[config.mk]
export PLATFORM = sky130hd
export DESIGN_NAME = store_buffer
export DESIGN_NICKNAME = d
export VERILOG_FILES = /design/src/rtl/nn_mem_pkg.sv /design/src/rtl/store_buffer_match.sv /design/src/rtl/store_buffer.sv
export SDC_FILE = /design/constraint.sdc
export NUM_CORES = 1
export LEC_CHECK = 0
export ABC_AREA = 1
export CAP_MARGIN = 20
export CORE_MARGIN = 2
export CORE_UTILIZATION = 35
export CTS_CLUSTER_SIZE = 12
export DETAILED_ROUTE_END_ITERATION = 8
export SYNTH_ARGS = -nofsm -noshare
export SYNTH_HDL_FRONTEND = slang
export SYNTH_SLANG_ARGS = --single-unit
[constraint.sdc]
create_clock -name CLK -period 5.3 [get_ports CLK]
set_input_delay 1.06 -clock CLK [delete_from_list [all_inputs] [get_ports CLK]]
set_output_delay 1.06 -clock CLK [all_outputs]
set_load 0.05 [all_outputs]
[src/rtl/nn_mem_pkg.sv]
// Shared widths, default depth and store-entry layout for the store buffer.
package nn_mem_pkg;

    localparam int unsigned ADDR_WIDTH    = 32;
    localparam int unsigned DATA_WIDTH    = 32;
    localparam int unsigned DEPTH_DEFAULT = 4;

    typedef struct packed {
        logic [ADDR_WIDTH-1:0] addr;
        logic [DATA_WIDTH-1:0] data;
    } sb_entry_t;

endpackage

[src/rtl/store_buffer_match.sv]
// Load-address match over the valid store entries; the youngest matching entry wins.
module store_buffer_match #(
    parameter int unsigned DEPTH      = 4,
    parameter int unsigned ADDR_WIDTH = 32,
    parameter int unsigned PTR_WIDTH  = $clog2(DEPTH)
) (
    input  logic [ADDR_WIDTH-1:0] entry_addr [DEPTH],
    input  logic [PTR_WIDTH-1:0]  rd_ptr,
    input  logic [PTR_WIDTH:0]    count,
    input  logic [ADDR_WIDTH-1:0] ld_addr,
    output logic                  hit,
    output logic [PTR_WIDTH-1:0]  hit_idx
);

    // Walk oldest to youngest so a later match overrides an earlier one.
    always_comb begin
        logic [PTR_WIDTH-1:0] idx;
        hit     = 1'b0;
        hit_idx = rd_ptr;
        idx     = rd_ptr;
        for (int unsigned k = 0; k < DEPTH; k++) begin
            idx = rd_ptr + PTR_WIDTH'(k);
            if ((k < 32'(count)) && (entry_addr[idx] == ld_addr)) begin
                hit     = 1'b1;
                hit_idx = idx;
            end
        end
    end

endmodule

[src/rtl/store_buffer.sv]
// Circular store buffer draining to data memory; load forwarding enabled by STORE_BUF_FWD_EN,
// otherwise matching loads are stalled via ldWait.
module store_buffer #(
    parameter int unsigned DEPTH      = nn_mem_pkg::DEPTH_DEFAULT,
    parameter int unsigned ADDR_WIDTH = nn_mem_pkg::ADDR_WIDTH,
    parameter int unsigned DATA_WIDTH = nn_mem_pkg::DATA_WIDTH
) (
    input  logic                  CLK,
    input  logic                  RSTn,
    input  logic                  stReq,
    input  logic [ADDR_WIDTH-1:0] stAddr,
    input  logic [DATA_WIDTH-1:0] stData,
    output logic                  stallOut,
    input  logic                  ldReq,
    input  logic [ADDR_WIDTH-1:0] ldAddr,
    input  logic [DATA_WIDTH-1:0] memReadData,
    output logic [DATA_WIDTH-1:0] ldData,
    output logic                  ldHit,
    output logic                  ldWait,
    input  logic                  drainBlock,
    output logic                  memWriteEn,
    output logic [ADDR_WIDTH-1:0] memAddr,
    output logic [DATA_WIDTH-1:0] memWriteData,
    output logic                  empty
);

    localparam int unsigned PTR_WIDTH = $clog2(DEPTH);

    typedef struct packed {
        logic [ADDR_WIDTH-1:0] addr;
        logic [DATA_WIDTH-1:0] data;
    } entry_t;

    entry_t                entries    [DEPTH];
    logic [ADDR_WIDTH-1:0] entry_addr [DEPTH];
    logic [PTR_WIDTH-1:0]  wr_ptr;
    logic [PTR_WIDTH-1:0]  rd_ptr;
    logic [PTR_WIDTH:0]    count;
    logic                  push;
    logic                  pop;
    logic                  match_hit;
    logic [PTR_WIDTH-1:0]  match_idx;

    always_comb begin
        for (int unsigned i = 0; i < DEPTH; i++) begin
            entry_addr[i] = entries[i].addr;
        end
    end

    assign stallOut     = (count == (PTR_WIDTH+1)'(DEPTH));
    assign empty        = (count == '0);
    assign memWriteEn   = (count != '0) && !drainBlock;
    assign memAddr      = entries[rd_ptr].addr;
    assign memWriteData = entries[rd_ptr].data;

    // A full buffer refuses the store even when the head drains this same cycle.
    assign push = stReq && !stallOut;
    assign pop  = memWriteEn;

    always_ff @(posedge CLK) begin
        if (!RSTn) begin
            wr_ptr <= '0;
            rd_ptr <= '0;
            count  <= '0;
        end else begin
            if (push) wr_ptr <= wr_ptr + PTR_WIDTH'(1);
            if (pop)  rd_ptr <= rd_ptr + PTR_WIDTH'(1);
            if (push && !pop)      count <= count + (PTR_WIDTH+1)'(1);
            else if (pop && !push) count <= count - (PTR_WIDTH+1)'(1);
        end
    end

    always_ff @(posedge CLK) begin
        if (push) entries[wr_ptr] <= '{addr: stAddr, data: stData};
    end

    store_buffer_match #(
        .DEPTH      (DEPTH),
        .ADDR_WIDTH (ADDR_WIDTH),
        .PTR_WIDTH  (PTR_WIDTH)
    ) u_match (
        .entry_addr (entry_addr),
        .rd_ptr     (rd_ptr),
        .count      (count),
        .ld_addr    (ldAddr),
        .hit        (match_hit),
        .hit_idx    (match_idx)
    );

`ifdef STORE_BUF_FWD_EN
    assign ldHit  = ldReq && match_hit;
    assign ldData = ldHit ? entries[match_idx].data : memReadData;
    assign ldWait = 1'b0;
`else
    logic unused_match_idx;
    assign unused_match_idx = ^match_idx;
    assign ldHit  = 1'b0;
    assign ldData = memReadData;
    assign ldWait = ldReq && match_hit;
`endif

endmodule

### Yosys cells after proc, flatten, opt, wreduce, memory -nomap -nowiden

Memories as Yosys holds them, arrays and structs flattened. A register that Yosys moved wholly into a read port is not among the register bits.
Index checks and enable logic that the tools add are counted.
W data, S select, Z words.

* flip-flop bits (word level): 7
* latch bits: 0
* bits in writable memories: 256
* ROM bits: 0
* input bits: 133
* output and inout port bits: 101
* word-level logic and storage cells: 65
* memories kept: 1

Memory list
* entries: words 4, bits a word 64, rd ports 5, clocked after Yosys merged registers in 1, write ports 1, line store_buffer.sv:34 `entry_t entries [DEPTH];`

* add/sub/neg operators: 6
* multiply operators: 0
* div/mod/pow operators: 0
* order comparisons: 8
* eq/ne operators: 5
* shift operators: 0
* muxes and demuxes: 22
* bitwise gates (word level): 4
* reductions and logical operators: 16

Operators with widths (number)
* $bmux W32 S2: 4
* $mux W32: 8
* $eq A32 B32 Y1: 4
* $ge A3 B3 Y1 const B: 4
* $not A2 Y3: 4
* $logic_and A1 B1 Y1: 9
* $lt A1 B3 Y1 const A: 2
* $lt A2 B3 Y1 const A: 2
* $mux W1: 6
* $mux W3: 2
* $add A2 B1 Y2 const B: 2
* $add A2 B2 Y2 const B: 2
* $logic_not A1 Y1: 4
* $mux W2: 2
* $add A3 B1 Y3 const B: 1
* $eq A3 B3 Y1 const B: 1
* $logic_not A3 Y1: 1
* $reduce_bool A3 Y1: 1
* $sub A3 B1 Y3 const B: 1
* $reduce_bool A2 Y1: 1

### Longest topological paths before layout

* depth in word-level cells: 11
* mapped depth: 19
* mapped depth without buffers: 17

### Modules after synthesis

From an unflattened synthesis, not the netlist that was laid out.

* cells, all modules: 2130
* area, all modules: 16385.7 um2

By module, submodules not included
* store_buffer: instances 1, cells each 725, area each 10247.3 um2
* store_buffer_match: instances 1, cells each 1405, area each 6138.4 um2

### Least setup slack after synthesis

No wires, ideal clock.

* path type: input-to-reg
* start point: in stReq
* end point: mem entries[0][0] (netlist bit) (enable)
* setup time: 0.487 ns
* data arrival time: 3.903 ns
* required time: 4.813 ns
* slack: 0.910 ns
* stages on the path: 2
* buffers on the path: 0
* path through: nand2_1 > nor2_1

* longest elaborated chain between the ends: 3

Ends and longest elaborated chain
* from (decl): line store_buffer.sv:10 `input logic stReq,`
* $logic_and A1 B1 Y1: line store_buffer.sv:57 `assign push = stReq && !stallOut;`
* $mux W1: line store_buffer.sv:74 `if (push) entries[wr_ptr] <= '{addr: stAddr, data: stData};`
* $mux W1 (not written as such): line store_buffer.sv:74
* to (decl): line store_buffer.sv:34

Every way passes these cells.

### Final worst setup path

* start point: reg rd_ptr[1]
* end point: out ldWait

* longest elaborated chain between the ends: 11
* elaborated cells between the ends (all ways): 32
* classes of those cells: add/sub: 3; eq/ne: 4; mux: 16; bitwise: 4; reduce/logical: 5

Ends and longest elaborated chain
* from (decl): line store_buffer.sv:37 `logic [PTR_WIDTH-1:0] rd_ptr;`
* from (signal assigned): line store_buffer.sv:67 `if (pop) rd_ptr <= rd_ptr + PTR_WIDTH'(1);`
* $add A2 B1 Y2 / $not A2 Y3 (equally long branches): line store_buffer_match.sv:22, store_buffer_match.sv:23
* $not A2 Y3 (not written as such) / $bmux W32 S2 (equally long branches): line store_buffer_match.sv:23 `if ((k < 32'(count)) && (entry_addr[idx] == ld_addr)) begin`
* $bmux W32 S2 / $mux W32 (equally long branches): line store_buffer_match.sv:23
* $mux W32 (not written as such): line store_buffer_match.sv:23
* $mux W32 (not written as such) / $eq A32 B32 Y1 (equally long branches): line store_buffer_match.sv:23
* $eq A32 B32 Y1 / $logic_and A1 B1 Y1 (equally long branches): line store_buffer_match.sv:23
* $logic_and A1 B1 Y1 / $mux W1 (equally long branches): line store_buffer_match.sv:23
* $mux W1 (2 in series): line store_buffer_match.sv:23
* $mux W1 *: line store_buffer_match.sv:23
* $logic_and A1 B1 Y1 *: line store_buffer.sv:99 `assign ldWait = ldReq && match_hit;`
* to (decl): line store_buffer.sv:19 `output logic ldWait,`

Mark *: on every way between the ends. The rest lies on a longest branch, timed or not. The select of a mux whose other input is x is not followed.

==> summary.txt <==
status -> complete, no violations
Buffers on Ports -> 168
maximum vdd drop -> 348.7 uV
crit start category -> flop
final instance area -> 18790 um2
TritonCTS clock tree -> built
clk buf depth -> 3
largest net degree at the start of global routing -> 78
Final Hold Vio Count -> 0
vias in the first global route -> 13440
CTS H-tree lvls -> 1
first-pass GRT wire length -> 80490 um
period utilisation layout -> 90.28%
crit end category -> primary output
area delta synth->final -> 18.44%
clock transition at the registers of the reported paths -> 0.06 ns
P per Cell Area -> 562.3 nW/um2
DRC violations left -> 0
Post-synth EDFFs -> 256
Max Clock Freq -> 0.2090 GHz
cells after synthesis -> 2025
hold bufs inserted after CTS -> 0
WS Path Type -> reg2out
P_leak -> 7.703 nW
initial antenna violation count -> 9
All-Layer GR Usage -> 22.38%
Synth area leader -> edfxtp_1
RSZ-0062 raised after global routing -> no
Clk Latency, worst-skew pair -> 0.61 ns
Pre-antenna DRT Iters -> 8
First DRT Iteration DRCs -> 1260
HP Class -> reg2reg
mean post-synth cell area -> 7.835 um2
Synth Warn # -> 0
via count -> 14290
Distinct cells, synth -> 29
Cell Count, Final, Fillers Out -> 2731
die height -> 216.9 um
DP Wirelength -> 37180 um
remaining global-route overflow -> 0
total core area -> 45090 um2
Worst Path Required -> 4.24 ns
vias per cell -> 5.233
Slew Limit Fails -> 0
clock root buffer -> clkbuf_16
min Tclk post-route -> 4.785 ns
ANT nets after route -> 0
FF+latch count, synth -> 265
gp weighted congestion -> 0.9581
average routed wire per standard cell -> 19.52 um
Num CTS Buffers -> 31
Die W -> 216.9 um
post-synth top area share -> 48.45%
Rel. slew slack -> 33.26%
DIE AREA -> 47050 um2
IO Count -> 234
reg2reg setup slack -> 2.62 ns
Resize count post-CTS -> 0
Post-Route Setup TNS -> 0 ns
dominant synthesized flop cell -> edfxtp_1
final setup fails -> 0
Worst Path Max Fanout -> 54
top cells by area, synth -> edfxtp_1 48%, nand2_1 17%, nand3_1 6.7%
Total Wirelength -> 53310 um
post-synthesis sequential area ratio -> 49.59%
synth cell count leaders -> 728 x nand2_1, 256 x edfxtp_1, 213 x nand3_1
share of cells above drive strength 1 -> 4.039%
placed cell areas -> 17780 um2
# rows -> 78
max_cap viols -> 0
Final Skew -> 0.02398 ns
Worst EP arrival -> 3.72 ns
Netlist Area Pre-Place -> 15870 um2
CTS Sinks -> 265
dpl cells -> 2677
FFs w/ async S/R, synth -> 0%
Initial Util -> 35.19%
most frequent cell after synthesis -> nand2_1
final net count -> 2252
Post-CTS Setup Repair Bufs -> 0
Syn Nets -> 2167
Worst-Margin Slew -> 0.9996 ns
==> layer usage <==
metal  global-route usage, %  up-vias  routed length (um)
met1                   28.91     6700               22830
li1                        -     6952                   -
met2                   37.08      506               24460
met3                   5.311      118                4201
met4                   7.123       16                1714
met5                       0        -                 101
==> cells by family after synthesis <==
family,after synthesis,synth area share (%)
AO/OA/AOI/OAI,329,11.25
XOR/XNOR,21,1.159
adder cells (fa/ha/maj),9,0.7097
buffers and inverters,260,8.335
flip-flops,265,49.59
other,1,0.02363
AND/OR/NAND/NOR,1140,28.93
==> layout by cell type (no fill, tap or decap), types with 2 or more instances in the layout <==
cell type	netlist	routed
a21oi_1	49	49
and2_1	4	4
buf_12	0	11
buf_4	47	12
bufinv_16	0	4
clkbuf_1	47	3
clkbuf_16	0	31
clkdlybuf4s50_1	0	167
clkinv_1	0	3
clkinv_2	0	4
clkinv_4	0	2
clkinvlp_4	0	3
dfxtp_1	9	5
dfxtp_2	0	2
dfxtp_4	0	2
diode_2	0	2
edfxtp_1	256	256
ha_1	9	9
inv_1	120	118
inv_2	1	2
inv_4	1	2
nand2_1	728	728
nand2_2	2	2
nand3_1	213	213
nand4_1	7	7
nor2_1	180	176
nor2_4	0	4
nor3_1	2	2
o211ai_1	27	27
o21ai_0	179	179
o21ai_1	19	19
o22ai_1	53	53
or2_2	3	3
xnor2_1	2	2
xor2_1	19	19
==> metrics by stage <==
stage	hold WS, ns	total power, mW	setup WS [ns]	utilization (%)
2_1_floorplan	0.4626	6.694	0.9100	-
3_5_place_dp	0.5117	8.453	1.149	39.43
6_report	0.5205	10.57	0.5151	41.68
3_3_place_gp	0.4920	8.412	1.103	39.43
5_1_grt	0.5382	11.23	0.1563	41.67
4_1_cts	0.5230	10.62	0.4712	41.67
==> cell type report <==
cell class | count | area [um2]
Sequential cell | 265 | 7878
Antenna cell | 2 | 5.005
Timing Repair Buffer | 190 | 1982
Tap cell | 600 | 750.7
Inverter | 122 | 462.9
Clock inverter | 18 | 220.2
Multi-Input combinational cell | 1500 | 6706
Fill cell | 4518 | 26300
Clock buffer | 34 | 787.0
==> worst max-delay path, stage by stage, from the launching register on <==
cell	delay, ns
dfxtp_2	0.44
inv_2	0.33
buf_12	0.32
nand2_1	0.12
nand2_2	0.12
buf_4	0.29
nand2_1	0.15
nand3_1	0.18
nand2_1	0.07
nor2_1	0.10
nand2_1	0.10
nor2_1	0.09
nand2_1	0.08
nor2_1	0.14
nand2_1	0.06
nand2_1	0.06
nor2_1	0.08
nor2_1	0.18
buf_12	0.16
==> registers in the layout (all words and copies together), names as in the netlist, named ones only <==
| name | cells |
|---|---|
| entries | 256 |
| count | 3 |
| rd_ptr | 2 |
| wr_ptr | 2 |
==> worst paths after layout <==
kind,start,to,depth (start not counted)
setup / recovery,rd_ptr[1],ldWait,18
hold / removal,count[0],count[0],1
setup reg to reg,count[0],entries[0][17],6
hold reg to reg,count[0],count[0],1
==> power by group <==
| part | switching (mW) | internal [mW] |
|---|---|---|
| combinational | 4.00 | 1.66 |
| sequential | 0.192 | 2.57 |
| clock | 0.882 | 1.26 |
| total | 5.08 | 5.49 |
(Power assumes the default switching activity.)
